--- config.mk ---
export PLATFORM = sky130hd
export DESIGN_NAME = cpu_io_host
export DESIGN_NICKNAME = d
export VERILOG_FILES = /design/src/rtl/cpu_io_host.sv
export SDC_FILE = /design/constraint.sdc
export NUM_CORES = 1
export LEC_CHECK = 0
export CAP_MARGIN = 10
export CORE_UTILIZATION = 45
export CTS_CLUSTER_SIZE = 28
export DETAILED_ROUTE_END_ITERATION = 10
export DONT_BUFFER_PORTS = 1
export SLEW_MARGIN = 25
export SYNTH_ARGS = -nofsm -noshare
export SYNTH_HDL_FRONTEND = slang
export SYNTH_SLANG_ARGS = --single-unit
--- constraint.sdc ---
create_clock -name Clock -period 5.9 [get_ports Clock]
set_clock_uncertainty 0.15 [all_clocks]
set_input_delay 0.295 -clock Clock [delete_from_list [all_inputs] [get_ports Clock]]
set_output_delay 0.295 -clock Clock [all_outputs]
set_load 0.005 [all_outputs]
--- src/rtl/cpu_io_host.sv ---
// Host-side byte feeder and output recorder for the processor I/O port.
// Input FIFO drives data_in/Enter; dataOut changes go to a readback FIFO.
module cpu_io_host #(
  parameter int          DEPTH     = 8,
  parameter logic [3:0]  IN_STATE  = 4'd4,
  parameter logic [2:0]  IN_OPCODE = 3'b100,
  parameter int          GAP       = 2
) (
  input  logic       Clock,
  input  logic       Reset,
  input  logic       host_wr,
  input  logic [7:0] host_wdata,
  output logic       host_full,
  input  logic       host_rd,
  output logic [7:0] host_rdata,
  output logic       host_rvalid,
  output logic       ovf,
  output logic       starved,
  output logic [7:0] data_in,
  output logic       Enter,
  input  logic [7:0] dataOut,
  input  logic [3:0] CheckState,
  input  logic [2:0] IR,
  input  logic       Halt
);

  localparam int AW = $clog2(DEPTH);
  localparam int GW = (GAP > 1) ? $clog2(GAP) : 1;
  localparam logic [AW:0]   FULL_CNT = (AW+1)'(DEPTH);
  localparam logic [GW-1:0] GAP_LD   = GW'(GAP - 1);

  typedef enum logic [1:0] {IDLE, PRESENT, GAPWAIT} state_t;

  state_t        st, st_n;
  logic [GW-1:0] cnt, cnt_n;
  logic [7:0]    din_n;
  logic          ent_n;
  logic          w;

  logic [7:0]    in_mem [DEPTH];
  logic [AW-1:0] in_wp, in_rp;
  logic [AW:0]   in_cnt;
  logic          in_empty, in_push, in_pop;

  logic [7:0]    out_mem [DEPTH];
  logic [AW-1:0] out_wp, out_rp;
  logic [AW:0]   out_cnt;
  logic          out_empty, out_full;
  logic          out_push, out_pop, cap;
  logic [7:0]    last_out;
  logic          halt_d;

  assign w = (CheckState == IN_STATE) && (IR == IN_OPCODE);

  assign in_empty  = (in_cnt == '0);
  assign host_full = (in_cnt == FULL_CNT);
  assign in_push   = host_wr && (!host_full || in_pop);

  always_comb begin
    st_n   = st;
    cnt_n  = cnt;
    din_n  = data_in;
    ent_n  = Enter;
    in_pop = 1'b0;
    case (st)
      IDLE: if (w && !in_empty) begin
        st_n   = PRESENT;
        din_n  = in_mem[in_rp];
        ent_n  = 1'b1;
        in_pop = 1'b1;
      end
      PRESENT: if (!w) begin
        st_n  = GAPWAIT;
        ent_n = 1'b0;
        cnt_n = GAP_LD;
      end
      GAPWAIT: begin
        if (cnt == '0) st_n = IDLE;
        else cnt_n = cnt - 1'b1;
      end
      default: st_n = IDLE;
    endcase
  end

  always_ff @(posedge Clock) begin
    if (Reset) begin
      st      <= IDLE;
      cnt     <= '0;
      data_in <= 8'h00;
      Enter   <= 1'b0;
      starved <= 1'b0;
    end else begin
      st      <= st_n;
      cnt     <= cnt_n;
      data_in <= din_n;
      Enter   <= ent_n;
      starved <= w && (st == IDLE) && in_empty;
    end
  end

  always_ff @(posedge Clock) begin
    if (in_push) in_mem[in_wp] <= host_wdata;
  end

  always_ff @(posedge Clock) begin
    if (Reset) begin
      in_wp  <= '0;
      in_rp  <= '0;
      in_cnt <= '0;
    end else begin
      if (in_push) in_wp <= in_wp + 1'b1;
      if (in_pop)  in_rp <= in_rp + 1'b1;
      if (in_push && !in_pop) in_cnt <= in_cnt + 1'b1;
      else if (!in_push && in_pop) in_cnt <= in_cnt - 1'b1;
    end
  end

  // Halt edge forces one capture even when dataOut is unchanged
  assign cap       = (dataOut != last_out) || (Halt && !halt_d);
  assign out_empty = (out_cnt == '0);
  assign out_full  = (out_cnt == FULL_CNT);
  assign out_pop   = host_rd && !out_empty;
  assign out_push  = cap && (!out_full || out_pop);

  assign host_rvalid = !out_empty;
  assign host_rdata  = out_empty ? 8'h00 : out_mem[out_rp];

  always_ff @(posedge Clock) begin
    if (out_push) out_mem[out_wp] <= dataOut;
  end

  always_ff @(posedge Clock) begin
    if (Reset) begin
      out_wp   <= '0;
      out_rp   <= '0;
      out_cnt  <= '0;
      last_out <= 8'h00;
      halt_d   <= 1'b0;
      ovf      <= 1'b0;
    end else begin
      halt_d <= Halt;
      if (cap) last_out <= dataOut;
      if (cap && !out_push) ovf <= 1'b1;
      if (out_push) out_wp <= out_wp + 1'b1;
      if (out_pop)  out_rp <= out_rp + 1'b1;
      if (out_push && !out_pop) out_cnt <= out_cnt + 1'b1;
      else if (!out_push && out_pop) out_cnt <= out_cnt - 1'b1;
    end
  end

endmodule
Word level (Yosys, flattened, before mapping) --
Memory sizes are Yosys's and may differ from the RTL's. A register that Yosys moved wholly into a read port is not among the register bits. Cells that the tools add are included.
Word-level totals: input port bits 28, register bits 35, memories 2, output and inout port bits 21, RAM bits 128, word-level logic and storage cells 93
Memories:
- in_mem | depth 8, width 8, read ports 1, clocked after Yosys merged registers in 1, write ports 1, RTL line 40 | logic [7:0] in_mem [DEPTH];
- out_mem | depth 8, width 8, read ports 1, clocked after Yosys merged registers in 1, write ports 1, RTL line 45 | logic [7:0] out_mem [DEPTH];
Cells by class: muxes and demuxes 23, equality and inequality tests 10, add/subtract/negate cells 9, reductions and logical operators 36
Operators by type and width (number):
- $mux W4 | 4
- $logic_and A1 B1 Y1 | 13
- $add A3 B1 Y3 const B | 4
- $mux W1 | 10
- $logic_not A1 Y1 | 9
- $add A4 B1 Y4 const B | 2
- $eq A4 B4 Y1 const B | 2
- $logic_not A4 Y1 | 2
- $mux W8 | 1
- $ne A8 B8 Y1 | 1
- $reduce_bool A2 Y1 | 4
- $sub A4 B1 Y4 const B | 2
- $mux W2 | 3
- $mux W3 | 2
- $ne A2 B2 Y1 const B | 3
- $pmux W2 S3 | 1
- $reduce_and A3 Y1 | 2
- $eq A4 B3 Y1 const B | 1
- $pmux W1 S2 | 2
- $reduce_and A2 Y1 | 2
- $eq A3 B3 Y1 const B | 1
- $logic_or A1 B1 Y1 | 3
- $eq A2 B1 Y1 const B | 1
- $eq A2 B2 Y1 const B | 1
- 2 further kinds | 2

Logic depth before layout (Yosys ltp) --
word-level depth 11, mapped depth 12, mapped depth without buffers 11

Worst setup path before layout --
OpenSTA, ideal clock, no wires.
path type register -> register, start reg in_cnt[0], end reg in_cnt[3], stages on the path, launching flop included 13, data required time 5.629 ns, clock period less this slack 3.048 ns, arrival time 2.778 ns, path slack 2.852 ns, buffers on the path 1, library setup time 0.121 ns, cell sequence dfxtp_1 > nor4b_1 > o41a_1 > nand2b_4 > buf_6 > inv_1 > ha_1 > inv_1 > ha_1 > a21o_1 > a21oi_1 > mux2i_1 > mux2_2
On the way: elaborated cells on any way between the ends 18, classes of those cells add/sub (2); eq/ne (1); mux (4); reduce/logical (11)
RTL lines:
- from (decl) | RTL line 42 | logic [AW:0] in_cnt;
- from (signal assigned) | RTL line 113 | if (in_push && !in_pop) in_cnt <= in_cnt + 1'b1;
- from (signal assigned) | RTL line 114 | else if (!in_push && in_pop) in_cnt <= in_cnt - 1'b1;
- $eq A4 B4 Y1 * | RTL line 56 | assign host_full = (in_cnt == FULL_CNT);
- via host_full | RTL line 13 | output logic host_full,
- $logic_not A1 Y1 * | RTL line 57 | assign in_push = host_wr && (!host_full || in_pop);
- $logic_or A1 B1 Y1 * | RTL line 57
- $logic_and A1 B1 Y1 * | RTL line 57
- via in_push | RTL line 43 | logic in_empty, in_push, in_pop;
- $logic_not A1 Y1 | RTL line 114
- $logic_and A1 B1 Y1 | RTL line 114
- $reduce_bool A2 Y1 (no source line)
The timed path passes the listed nets; every way through them passes the cells marked *. The select of a mux whose other input is x is not followed. A chain may end at the register's enable or synchronous reset.

Final worst setup path --
Same ends and word-level chain as after synthesis.

==> impl_metrics.py <==
metrics = {
    "routing": {
        "drc": 0,
        "vias": 3739,
        "drtIter0Drc": 160,
        "ant_nets": 0,
        "viasPerCell": 5.32,
        "routedWlPerCell_um": 19.2,
        "first_pass_iters": 4,
        "wirelength_um": 13500,
    },
    "critical_path": {
        "path_class": "flip-flop to flip-flop",
        "critical_path_arrival_ps": 3730,
        "slowest_delay_ps": 630,
        "crit_fanout": 9,
        "cp-start-kind": "flip-flop",
        "cp_cell_sequence": "nor4b_1 -> o41a_1 -> nand2b_4 -> inv_1 -> ha_1 -> inv_1 -> ha_1 -> a21o_1 -> a21oi_1 -> mux2i_1 -> mux2_2",
        "crit_slowest_cell": "nor4b_1",
        "worstPathRequired_ps": 6060,
        "worst_setup_path_end_kind": "flip-flop",
    },
    "floorplan": {
        "die_area_sq_um": 16300,
        "core_sq_um": 15300,
        "ios": 49,
        "die_h_um": 128,
        "initial_core_util_pct": 46.3,
        "dieWidth_um": 128,
        "rows": 45,
    },
    "synthesis": {
        "synth_cell_types": 46,
        "synthDominantCellAreaShare_pct": 54.2,
        "synth-xor-area-share_pct": 1.85,
        "syn_area_sq_um": 7100,
        "yosys.area_share.simple_pct": 9.43,
        "synthMuxAreaShare_pct": 13.3,
        "synthArstFlopShare_pct": 0,
        "synth_top_family_by_area": "multiplexers",
        "synth_compound_area_share_pct": 3.63,
        "synth_edf_count": 128,
        "ys_top_cells_by_count": "edfxtp_1, dfxtp_1, nor2_1",
        "ys_seq_area_share_pct": 67.1,
        "yosys_warnings": 0,
        "syn_area_per_cell_sq_um": 15.8,
        "synthMostInstantiatedCell": "edfxtp_1",
        "syn_nets": 489,
        "synth_cells": 449,
        "synthTopCellsByArea": "edfxtp_1, dfxtp_1, mux4_2",
        "synth-main-ff-cell": "edfxtp_1",
        "ys_seq_elements": 174,
        "synth_top_cell_by_area": "edfxtp_1",
        "synthAdderAreaFrac_pct": 2.33,
    },
    "global_route": {
        "grt_pass1_vias": 3853,
        "grt_max_degree": 46,
        "grt_busiest_layer": "met2",
        "grt_overflow": 0,
        "grt_pass1_wl_um": 21300,
        "grt_usage_pct": 18.2,
        "grt_util_met2_pct": 31.2,
        "antenna_found_initial": 0,
        "grtUsageMet1_pct": 22.2,
        "grtUsageMet3_pct": 4.56,
    },
    "power_and_ir_drop": {
        "power_uw": 3240,
        "irDropWorstVdd_mv": 0.220,
        "leakage_uw": 0.00265,
        "power_density_nw_per_um2": 398,
    },
    "timing": {
        "rsz0062_at_grt": "false",
        "fin_tns_setup_ps": 0,
        "hold_violations": 0,
        "setup_viol": 0,
        "fin_ws_ps": 2320,
        "fmax_ghz": 0.280,
        "slew_headroom_pct": 35.8,
        "drv_slew": 0,
        "worst_pin_slew_ps": 954,
        "fin_crit_sh_pct": 60.6,
        "min_period_ps": 3580,
    },
    "cts": {
        "cts.clk_slew.worst_paths_ps": 60,
        "cts_tree": "done",
        "cts_buffers": 17,
        "clock_latency_ps": 420,
        "cts_resized": 0,
        "cts_root_buffer": "clkbuf_16",
        "cts_setup_buffers": 0,
        "htreeDepth": 4,
        "cts.sink_count": 174,
        "clockBufferDepth": 2,
        "cts_hold_buffers": 22,
    },
    "outcome": {
        "status": "finished clean",
    },
    "final_layout": {
        "fill_cells": 1287,
        "fin_cells": 703,
        "layout-drive-gt1-share_pct": 18.5,
        "nets": 519,
        "syn2layout_area_growth_pct": 14.9,
        "fin_area_sq_um": 8150,
        "antenna_cells": 0,
    },
    "placed_design": {
        "postPlaceCellArea_sq_um": 7380,
        "port_buffers": 0,
        "place_inst": 649,
        "place.gp.congestion": 0.695,
        "dp_hpwl_um": 8350,
        "dpl_worst_slack_ps": 2360,
    },
    "run": {
        "maxCapViolCount": 0,
    },
    "worst_hold_path": {
        "worstHoldPathType": "input pin to flip-flop",
    },
}
[registers in the layout, summed over array words and instances (netlist names), 2 cells and up, named ones only]
name	count
in_mem	64
out_cnt	4
last_out	8
in_wp	3
in_rp	3
out_rp	3
in_cnt	4
data_in	8
out_wp	3
st	2
out_mem	64
[worst paths after layout]
path | from | to | slack (ps) | cells past startpoint
worst max-delay path | in_cnt[0] | in_cnt[3] | 2320 | 11
worst max register to register | in_cnt[0] | in_cnt[3] | 2320 | 11
worst min register to register | cnt | st[1] | 310 | 2
worst min-delay path | host_rd | out_rp[1] | 20 | 3
[metal layers]
| layer | part of all wire [%] | wire, um |
|---|---|---|
| met5 | 0 | 0 |
| met4 | 1.5 | 207 |
| met3 | 3.6 | 489 |
| met2 | 51 | 6820 |
| met1 | 44 | 5970 |
[cell families (layout without fill, tap and decap cells)]
family | count (synthesis) | count (layout)
compound gates | 40 | 40
xor+xnor | 15 | 15
fa+ha+maj | 12 | 12
buf+inv | 36 | 79
flops | 174 | 174
mux | 54 | 54
simple gates | 118 | 118
[placed cells by master, fill, tap and decap left out, types with 10 or more instances in the layout]
cell and instances:
ha_1 10, inv_1 12, buf_4 13, mux4_2 32, clkbuf_16 17, dlygate4sd3_1 21, nor2_1 39, dfxtp_1 46
a211oi_1 10, a21oi_1 13, xnor2_1 11, nor2b_1 13, nand2_1 19, mux2i_1 20, edfxtp_1 128
[where the power goes]
group          switching [uW]  internal, uW  total, uW
Sequential               94.6          1490       1590
Combinational             342           298        641
Clock                     455           562       1020
Total                     892          2350       3240
[worst max-delay path: cells and delay by family (launching register included)]
kind	cells	cell delay [ps]
AOI/OAI and AO/OA	3	800
adders and majority gates	2	470
buffers and inverters	2	210
DFF	1	370
muxes	2	580
and+or+nand+nor	2	890
[through the flow]
step | util [%] | hold WS [ps]
2_1_floorplan | - | 244
3_3_place_gp | 48.0 | 217
3_5_place_dp | 48.2 | 218
4_1_cts | 53.2 | 1.58
5_1_grt | 53.2 | 23.1
6_report | 53.2 | 16.3
[cell type report]
cell class,instances,area [sq um],share of cell area (%)
clock buffer,20,457,5.60
clock inverter,12,85.1,1.04
inverter,12,45.0,0.552
multi-input combinational,239,2210,27.1
sequential,174,4760,58.4
tap,211,264,3.24
timing repair buffer,35,328,4.02
Note: power is estimated with default switching activity, not from simulation.
